`src/rtl/kp_gaussian.sv`:
```
// 3x3 Gaussian blur ([1 2 1; 2 4 2; 1 2 1] / 16, round-half-up) on window beats,
// three-stage pipeline with sof/eol/eof tagging from free-running column/row counters.
module kp_gaussian #(
    parameter int DATA_WIDTH  = 8,
    parameter int LINE_LENGTH = 640,
    parameter int LINE_COUNT  = 480
) (
    input  logic                    i_clk,
    input  logic                    i_rst,
    input  logic [3*DATA_WIDTH-1:0] i_r0_data,
    input  logic [3*DATA_WIDTH-1:0] i_r1_data,
    input  logic [3*DATA_WIDTH-1:0] i_r2_data,
    input  logic                    i_valid,
    output logic [DATA_WIDTH-1:0]   o_data,
    output logic                    o_valid,
    output logic                    o_sof,
    output logic                    o_eol,
    output logic                    o_eof
);
    localparam int DW = DATA_WIDTH;
    localparam int HW = DW + 2;
    localparam int VW = DW + 4;
    localparam int CW = (LINE_LENGTH > 1) ? $clog2(LINE_LENGTH) : 1;
    localparam int RW = (LINE_COUNT > 1) ? $clog2(LINE_COUNT) : 1;

    logic [2:0][3*DW-1:0] w_rows;
    logic [2:0][HW-1:0]   w_h;
    logic [2:0][HW-1:0]   r_h;
    logic [VW-1:0]        w_v;
    logic [VW-1:0]        r_v;
    logic [VW-1:0]        w_rnd;
    logic [2:0]           r_vld;
    logic [CW-1:0]        r_col;
    logic [RW-1:0]        r_row;
    logic                 w_col_last;
    logic                 w_row_last;

    assign w_rows = {i_r2_data, i_r1_data, i_r0_data};

    // Horizontal [1 2 1] per window row.
    for (genvar k = 0; k < 3; k++) begin : g_hsum
        assign w_h[k] = HW'(w_rows[k][3*DW-1:2*DW])
                      + (HW'(w_rows[k][2*DW-1:DW]) << 1)
                      + HW'(w_rows[k][DW-1:0]);
    end

    assign w_v        = VW'(r_h[0]) + (VW'(r_h[1]) << 1) + VW'(r_h[2]);
    assign w_rnd      = r_v + VW'(8);
    assign w_col_last = (r_col == CW'(LINE_LENGTH - 1));
    assign w_row_last = (r_row == RW'(LINE_COUNT - 1));
    assign o_valid    = r_vld[2];

    // Data stages capture every cycle; only the valid shift register tracks beats.
    always_ff @(posedge i_clk or posedge i_rst) begin
        if (i_rst) begin
            r_h   <= '0;
            r_v   <= '0;
            r_vld <= '0;
        end else begin
            r_h   <= w_h;
            r_v   <= w_v;
            r_vld <= {r_vld[1:0], i_valid};
        end
    end

    always_ff @(posedge i_clk or posedge i_rst) begin
        if (i_rst) begin
            r_col <= '0;
            r_row <= '0;
        end else if (r_vld[1]) begin
            if (w_col_last) begin
                r_col <= '0;
                r_row <= w_row_last ? '0 : r_row + RW'(1);
            end else begin
                r_col <= r_col + CW'(1);
            end
        end
    end

    // Markers register alongside o_data from the stage-2 valid bit.
    always_ff @(posedge i_clk or posedge i_rst) begin
        if (i_rst) begin
            o_data <= '0;
            o_sof  <= 1'b0;
            o_eol  <= 1'b0;
            o_eof  <= 1'b0;
        end else if (r_vld[1]) begin
            o_data <= w_rnd[VW-1:4];
            o_sof  <= (r_col == '0) && (r_row == '0);
            o_eol  <= w_col_last;
            o_eof  <= w_col_last && w_row_last;
        end else begin
            o_sof  <= 1'b0;
            o_eol  <= 1'b0;
            o_eof  <= 1'b0;
        end
    end
endmodule

```
`config.mk`:
```
export PLATFORM = sky130hd
export DESIGN_NAME = kp_gaussian
export DESIGN_NICKNAME = d
export VERILOG_FILES = /design/src/rtl/kp_gaussian.sv
export SDC_FILE = /design/constraint.sdc
export NUM_CORES = 1
export LEC_CHECK = 0
export ABC_AREA = 1
export BUFFER_PORTS_ARGS = -buffer_cell sky130_fd_sc_hd__buf_4
export CORE_MARGIN = 5
export CORE_UTILIZATION = 55
export DETAILED_ROUTE_END_ITERATION = 10
export PLACE_DENSITY_LB_ADDON = 0.05
export SLEW_MARGIN = 20
export SYNTH_ARGS = -nofsm -noshare
export SYNTH_HDL_FRONTEND = slang
export SYNTH_SLANG_ARGS = --single-unit
```
`constraint.sdc`:
```
create_clock -name i_clk -period 2.3 [get_ports i_clk]
set_input_delay 0.23 -clock i_clk [delete_from_list [all_inputs] [get_ports i_clk]]
set_output_delay 0.23 -clock i_clk [all_outputs]
set_load 0.005 [all_outputs]
```
# Word level (Yosys, flattened, before mapping)
# Index checks and enable logic that the tools add are counted.
# W data, S select, Z words.
[word_totals]
ff_bits = 75
elab_cells = 34
in_bits = 75
output_inout_bits = 12
[op_classes]
mux = 5
eq_ne = 2
reduce_logical = 5
n_addsub = 11
[op_table]
columns = ["cell", "count"]
rows = [
  ["$add A10 B8 Y10", 3],
  ["$add A8 B9 Y10", 3],
  ["$add A10 B11 Y12", 1],
  ["$add A12 B10 Y12", 1],
  ["$add A12 B4 Y12 const B", 1],
  ["$add A10 B1 Y10 const B", 1],
  ["$eq A10 B10 Y1 const B", 1],
  ["$logic_not A10 Y1", 1],
  ["$mux W10", 1],
  ["$add A9 B1 Y9 const B", 1],
  ["$eq A9 B9 Y1 const B", 1],
  ["$logic_not A9 Y1", 1],
  ["$mux W9", 1],
  ["$mux W1", 3],
  ["$logic_and A1 B1 Y1", 2],
  ["$reduce_and A2 Y1", 1],
]

# Longest topological paths before layout
# Gate-level depths: netlist of the first run.
[depth]
ltp_word = 3
ltp_mapped = 12
ltp_nobuf = 12

# Worst setup path before layout of the first run
# Ideal clock, no wire load.
[synth_path]
kind = "input-to-reg"
start = "in i_r1_data[1]"
end = "reg r_h[17] (netlist bit)"
n_path_buf = 0
arrival_ns = 1.884
t_required_ns = 2.221
path_slack_ns = 0.336
setup_ns = 0.079
cell_stages = 9
cell_sequence = "inv_1 fa_1 inv_1 ha_1 fa_1 nand3_1 nand2_1 a21oi_1 xor2_1"
[synth_lines]
columns = ["item", "line_no", "rtl"]
rows = [
  ["start: declaration", "11", "input logic [3*DATA_WIDTH-1:0] i_r1_data,"],
  ["end signal: assignment", "60", "r_h <= w_h;"],
  ["end: declaration", "28", "logic [2:0][HW-1:0] r_h;"],
]

# Final worst setup path of the first run
[layout_path]
start = "reg r_h[3] (netlist bit)"
end = "reg r_v[10]"
[layout_via]
elab_chain_cells = 2
[layout_lines]
columns = ["item", "line_no", "rtl"]
rows = [
  ["$add A10 B11 Y12", "47", "assign w_v = VW'(r_h[0]) + (VW'(r_h[1]) << 1) + VW'(r_h[2]);"],
  ["$add A12 B10 Y12", "47", ""],
  ["named net w_v[10]", "29", "logic [VW-1:0] w_v;"],
  ["end signal: assignment", "61", "r_v <= w_v;"],
  ["end: declaration", "30", "logic [VW-1:0] r_v;"],
]
# The timed path passes the listed nets, and every way through them passes these cells.
# A chain may end at the register's enable or synchronous reset.

==> flow_summary.ini, run 1 <==
[cells_and_area]
drive_gt1_share_pct = 20.0
multi_input_area_mm2 = 0.00269
layout.nets = 769
fill_cells = 722
regArea_mm2 = 0.00180
finalNonFillerCells = 733
n_antenna_cell = 0
syn_to_final_growth_pct = 21.3

[worst_hold_path]
min_from = i_r2_data[16]
hold_class = in2reg
hold_depth = 2

[critical_path]
worstPathRequired_ps = 2550
startpoint_type = flop
cp_max_fo = 5
rr_endpoint = r_v[10]
critical_path_class = reg2reg
r2r_start = r_h[3]
cp-end-kind = flop
cp-startpoint = r_h[3]
r2r_cells = 8
r2r_slack_ps = 220
critPathCapture = r_v[10]
cp.arrival_ps = 2330

[routing]
vias = 3727
viasPerCell = 5.08
antenna_left = 0
routedWlPerCell_um = 12.6
wirelength_um = 9210
first_pass_iters = 4
drcViolationCount = 0
drt_iter0_drc = 98

[timing]
setup_viol = 0
fin_crit_ps = 2080
fin_skew_ps = 8.85
setup_tns_ps = 0
slew_viol_final = 0
fmax_mhz = 480
hold_viol_final = 0
slew_headroom_pct = 63.7
period_share_pct = 90.5
worst_pin_slew_ps = 544
rsz0062_at_grt = false

[synth]
ys_ff_latch = 72
yosysUniqueCellTypes = 31
synth_warnings = 0
syn_inst = 522
postSynthNetCount = 671
ys_seq_area_share_pct = 37.4
syn_area_mm2 = 0.00481
avgSynthCellArea_um2 = 9.22

[pwr]
ir_drop_mv = 0.512
p_per_area_mw_per_mm2 = 1060
switching_share_pct = 41.7
switching_power_w = 0.00259
combPwrFrac_pct = 50.6
internal_power_w = 0.00361
clkPwrFrac_pct = 17.6
p_seq_share_pct = 31.9
leakage_nw = 3.00

[die]
start_util_pct = 55.8
die_h_um = 104
fp.dieW_um = 104
row_count = 34
core-area_mm2 = 0.00864
dieArea_mm2 = 0.0107
pin_count = 87

[clock_network]
clk_latency_ps = 350
cts_resized = 0
cts_buffer_depth = 2
htree_levels = 3
clock-sinks = 72
post_cts_buffers = 0
hold_buffers = 2
cts_buffers = 9
clk_pin_slew_worst_paths_ps = 80
clock-root-buffer = clkbuf_8
cts_tree = yes

[grt]
grt_use_total_pct = 18.4
grt_pass1_vias = 3786
antenna_found_initial = 0
grt_pass1_wl_um = 16400
grt_max_degree = 45
grt_overflow = 0

[placed_design]
place_inst = 715
dp_hpwl_um = 7600
routabilityCongestion = 0.817
port_buffers = 86

[run_status]
status = finished clean

[run]
max-cap-violations = 0
## worst min-delay path by stage
stage                            to  slack (ps)
after floorplan            r_vld[0]         260
after global placement    o_data[6]         320
after detailed placement  o_data[6]         330
after CTS                   r_h[10]          80
after global routing        r_h[20]         100
final                       r_h[20]         100
## logic make-up after synthesis
| kind of cell | after synthesis | share of synthesized area [%] |
|---|---|---|
| compound gates | 60 | 6.96 |
| xor+xnor | 27 | 4.91 |
| fa+ha+maj | 74 | 24.4 |
| buf+inv | 83 | 6.65 |
| flops | 72 | 37.4 |
| simple gates | 206 | 19.7 |
## cells in the final DEF (no fill, tap or decap), drive strengths merged, types with 3 or more instances in the layout
cell type,n
a21oi,24
a31oi,4
buf,88
clkbuf,9
clkinv,3
clkinvlp,3
dfrtp,72
fa,33
ha,41
inv,79
nand2,109
nand3,45
nand4,16
nor2,24
nor3,8
nor4,3
o21ai,26
o21bai,5
xor2,25
## cell usage after synthesis
library cell	instances	area share [%]
a21o_1	1	0.16
a31oi_1	4	0.52
clkinv_4	1	0.18
nand3_2	1	0.21
buf_2	1	0.10
fa_1	33	14
nor2_2	2	0.26
o21ai_0	17	1.8
nand2_1	107	8.3
inv_2	2	0.16
nand4_4	1	0.44
o21ai_1	5	0.52
nand4_1	15	1.9
nor2_4	1	0.23
clkbuf_1	2	0.16
nor2_1	21	1.6
or2_2	1	0.13
nor3_1	4	0.42
nor4_1	3	0.39
o21bai_1	5	0.78
a21oi_1	24	2.5
o21ai_2	4	0.73
inv_1	76	5.9
nand2_2	2	0.26
ha_1	41	11
nor3_2	4	0.83
dfrtp_1	72	37
nand3_1	44	4.6
xor2_1	25	4.5
inv_4	1	0.13
xnor2_1	2	0.36
## power groups by stage
| stage | registers, W | clock network [W] | logic [W] |
|---|---|---|---|
| after floorplan | 0.00193 | 0 | 0.00238 |
| after global placement | 0.00199 | 0 | 0.00307 |
| after detailed placement | 0.00200 | 0 | 0.00314 |
| after CTS | 0.00198 | 0.00112 | 0.00316 |
| after global routing | 0.00203 | 0.00117 | 0.00364 |
| final | 0.00197 | 0.00109 | 0.00313 |
## state kept, by name, summed over array words and instances, names as in the netlist
register and count:
r_v 9, r_row 9, o_eol 1, o_eof 1, o_data 8, o_sof 1, r_col 10, r_vld 3
r_h 30
## critical path, cell delays in order (launching register included)
cell and delay (ps):
dfrtp_1 390, fa_1 480, ha_1 380, a21oi_1 260, nor2_1 60, o21ai_0 210, nand3_1 100, nand2_1 70
nand2_1 40
## cell type report
type                            count  area share, %
Multi-Input combinational cell    367           46.1
Sequential cell                    72           30.9
Timing Repair Buffer               90           11.7
Inverter                           80           5.27
Tap cell                          108           2.31
Clock buffer                        9           2.12
Clock inverter                      7           1.65
## through the flow
stage / cell area [µm²] / hold slack (ps) / setup WS, ps / util [%] / total power, W
floorplan: 4810 / 261 / 245 / - / 0.00431
global placement: 5600 / 325 / 183 / 64.8 / 0.00506
detailed placement: 5600 / 333 / 128 / 64.8 / 0.00514
CTS: 5840 / 84.4 / 208 / 67.6 / 0.00626
global route: 5840 / 98.8 / 83.1 / 67.6 / 0.00684
finish: 5840 / 103 / 219 / 67.6 / 0.00620
## metal layers
metal / routed length, µm / up-vias / GRT usage, %
met4: 256 / 0 / 7.97
met3: 450 / 21 / 3.79
met2: 4660 / 86 / 32.1
met1: 3850 / 1722 / 21.9
met5: 0 / - / 0
li1: - / 1898 / -
No activity file was read; power rests on OpenSTA's default activity.
==> inputs of run 2 (changes only) <==
- CTS_BUF_LIST: unset -> sky130_fd_sc_hd__clkbuf_16
- GPL_TIMING_DRIVEN: unset -> 0
==> run 2 against run 1 <==
  * First-iteration DRC count rose by 26%
  * Routed wire length barely moved
  * Critical endpoint unchanged
  * Sequential power barely moved
  * Non-clock buffer count up 2
  * Hold slack improved by 14 ps
  * Via count is 0.70% higher
  * Clock-buffer cell count stayed put
  * Total power rose by 6.6%
  * Core utilization rose by 1.4 points
  * Cell area up 2.1%
==> flow_summary.ini, run 2 (same netlist as run 1, synthesis figures left out) <==
[run_status]
status = finished clean

[cells_and_area]
n_antenna_cell = 0
fill_cells = 683
syn_to_final_growth_pct = 23.9
layout.nets = 771
layout_common_cells = nand2_1, buf_4, inv_1
largest_reg_flops = 30
drive_gt1_share_pct = 19.9
top_register = r_h
largest_registers = r_h: 30 flops, r_col: 10 flops
final_common_cell = nand2_1
finalNonFillerCells = 735

[die]
dieArea_mm2 = 0.0107
core-area_mm2 = 0.00864
die_h_um = 104
fp.dieW_um = 104
start_util_pct = 55.8
row_count = 34
pin_count = 87

[clock_network]
clock-sinks = 72
clk_latency_ps = 330
cts_tree = yes
clock-root-buffer = clkbuf_16
htree_levels = 3
cts_buffers = 9
cts_buffer_depth = 2
clk_pin_slew_worst_paths_ps = 60

[pwr]
p_per_area_mw_per_mm2 = 1110
p_total_w = 0.00661
combPwrFrac_pct = 48.1
internal_power_w = 0.00396
p_seq_share_pct = 29.7
leakage_nw = 3.05
ir_drop_mv = 0.745
clkPwrFrac_pct = 22.2
switching_share_pct = 40.0
switching_power_w = 0.00264

[grt]
grt_overflow = 0
grt_max_degree = 39
grt_pass1_wl_um = 16700
grt_use_total_pct = 18.5
grt_pass1_vias = 3933
antenna_found_initial = 0

[routing]
drcViolationCount = 0
first_pass_iters = 4
routedWlPerCell_um = 12.5
antenna_left = 0
vias = 3753
viasPerCell = 5.11
drt_iter0_drc = 123
wirelength_um = 9200

[placed_design]
dp_worst_setup_slack_ps = 93.8
routabilityCongestion = 0.804
place_inst = 717
port_buffers = 86
dp_hpwl_um = 7520

[timing]
slew_viol_final = 0
rsz0062_at_grt = false
worst_pin_slew_ps = 427
hold_viol_final = 0
fmax_mhz = 485
fin_skew_ps = 4.30
fin_crit_ps = 2060
worst_slack_ps = 237
slew_headroom_pct = 71.6
setup_viol = 0
period_share_pct = 89.7

[critical_path]
cp.arrival_ps = 2280
cp_max_fo = 5
critical_path_class = reg2reg
startpoint_type = flop
cp-end-kind = flop
worstPathRequired_ps = 2520

[run]
max-cap-violations = 0

[worst_hold_path]
hold_class = in2reg
run 2: cell types whose count changed in the layout (fill, tap and decap cells not counted), sizes merged:
cell / change
clkbuf: +2
clkinv: +1
clkinvlp: -1
run 2: per-stage QoR:
stage          util [%]  area, µm²  TNS, ps  hold WS, ps
5_1_grt            69.1       5960        0          107
2_1_floorplan         -       4810        0          261
3_5_place_dp       65.1       5620        0          277
4_1_cts            68.9       5950        0         4.69
6_report           69.1       5960        0          116
3_3_place_gp       64.8       5600   -37050          342
run 2: power by group through the flow:
stage               clock (W)  sequential, W  combinational [W]
floorplan                   0        0.00193            0.00238
global placement            0        0.00197            0.00307
detailed placement          0        0.00199            0.00315
CTS                   0.00150        0.00197            0.00318
global route          0.00155        0.00202            0.00374
finish                0.00146        0.00196            0.00318
run 2: area by class of cell:
class                      count  area, µm²  share of cell area [%]
timing repair buffer          89        686                    11.5
clock inverter                 7       96.3                    1.62
buffer                         3       12.5                   0.210
inverter                      80        310                    5.20
tap                          108        135                    2.27
multi-input combinational    367       2700                    45.2
clock buffer                   9        225                    3.78
sequential                    72       1800                    30.2
run 2: worst paths after layout:
path	start	to	slack, ps	depth (start not counted)
max	r_h[3]	r_v[10]	240	8
max reg2reg	r_h[3]	r_v[10]	240	8
min reg2reg	r_vld[0]	r_vld[1]	360	0
min	i_r0_data[16]	r_h[0]	120	2
min in group asynchronous	i_rst	o_data[6]	480	3
max in group asynchronous	i_rst	r_row[3]	1290	4
run 2: per-layer routing:
layer  vias up  share of wire, %  global-route usage [%]
li1       1896                 -                       -
met1      1759                43                    21.4
met2        82                51                    33.3
met3        16               4.6                    4.23
met4         0               2.1                    6.28
met5         -                 0                       0
run 2: timing repair:
item,4_1_cts,5_1_grt
setup buffers,0,0
endpoints found under the setup margin,0,1
gates resized for setup,0,2
hold buffers,1,1
hold endpoints to repair,34,1
run 2: worst max-delay path, cell delays in order (launching register included):
cell and delay, ps:
dfrtp_1 390, fa_1 480, ha_1 390, a21oi_2 210
nor2_1 60, o21ai_1 210, nand3_1 100, nand2_1 70
nand2_1 50
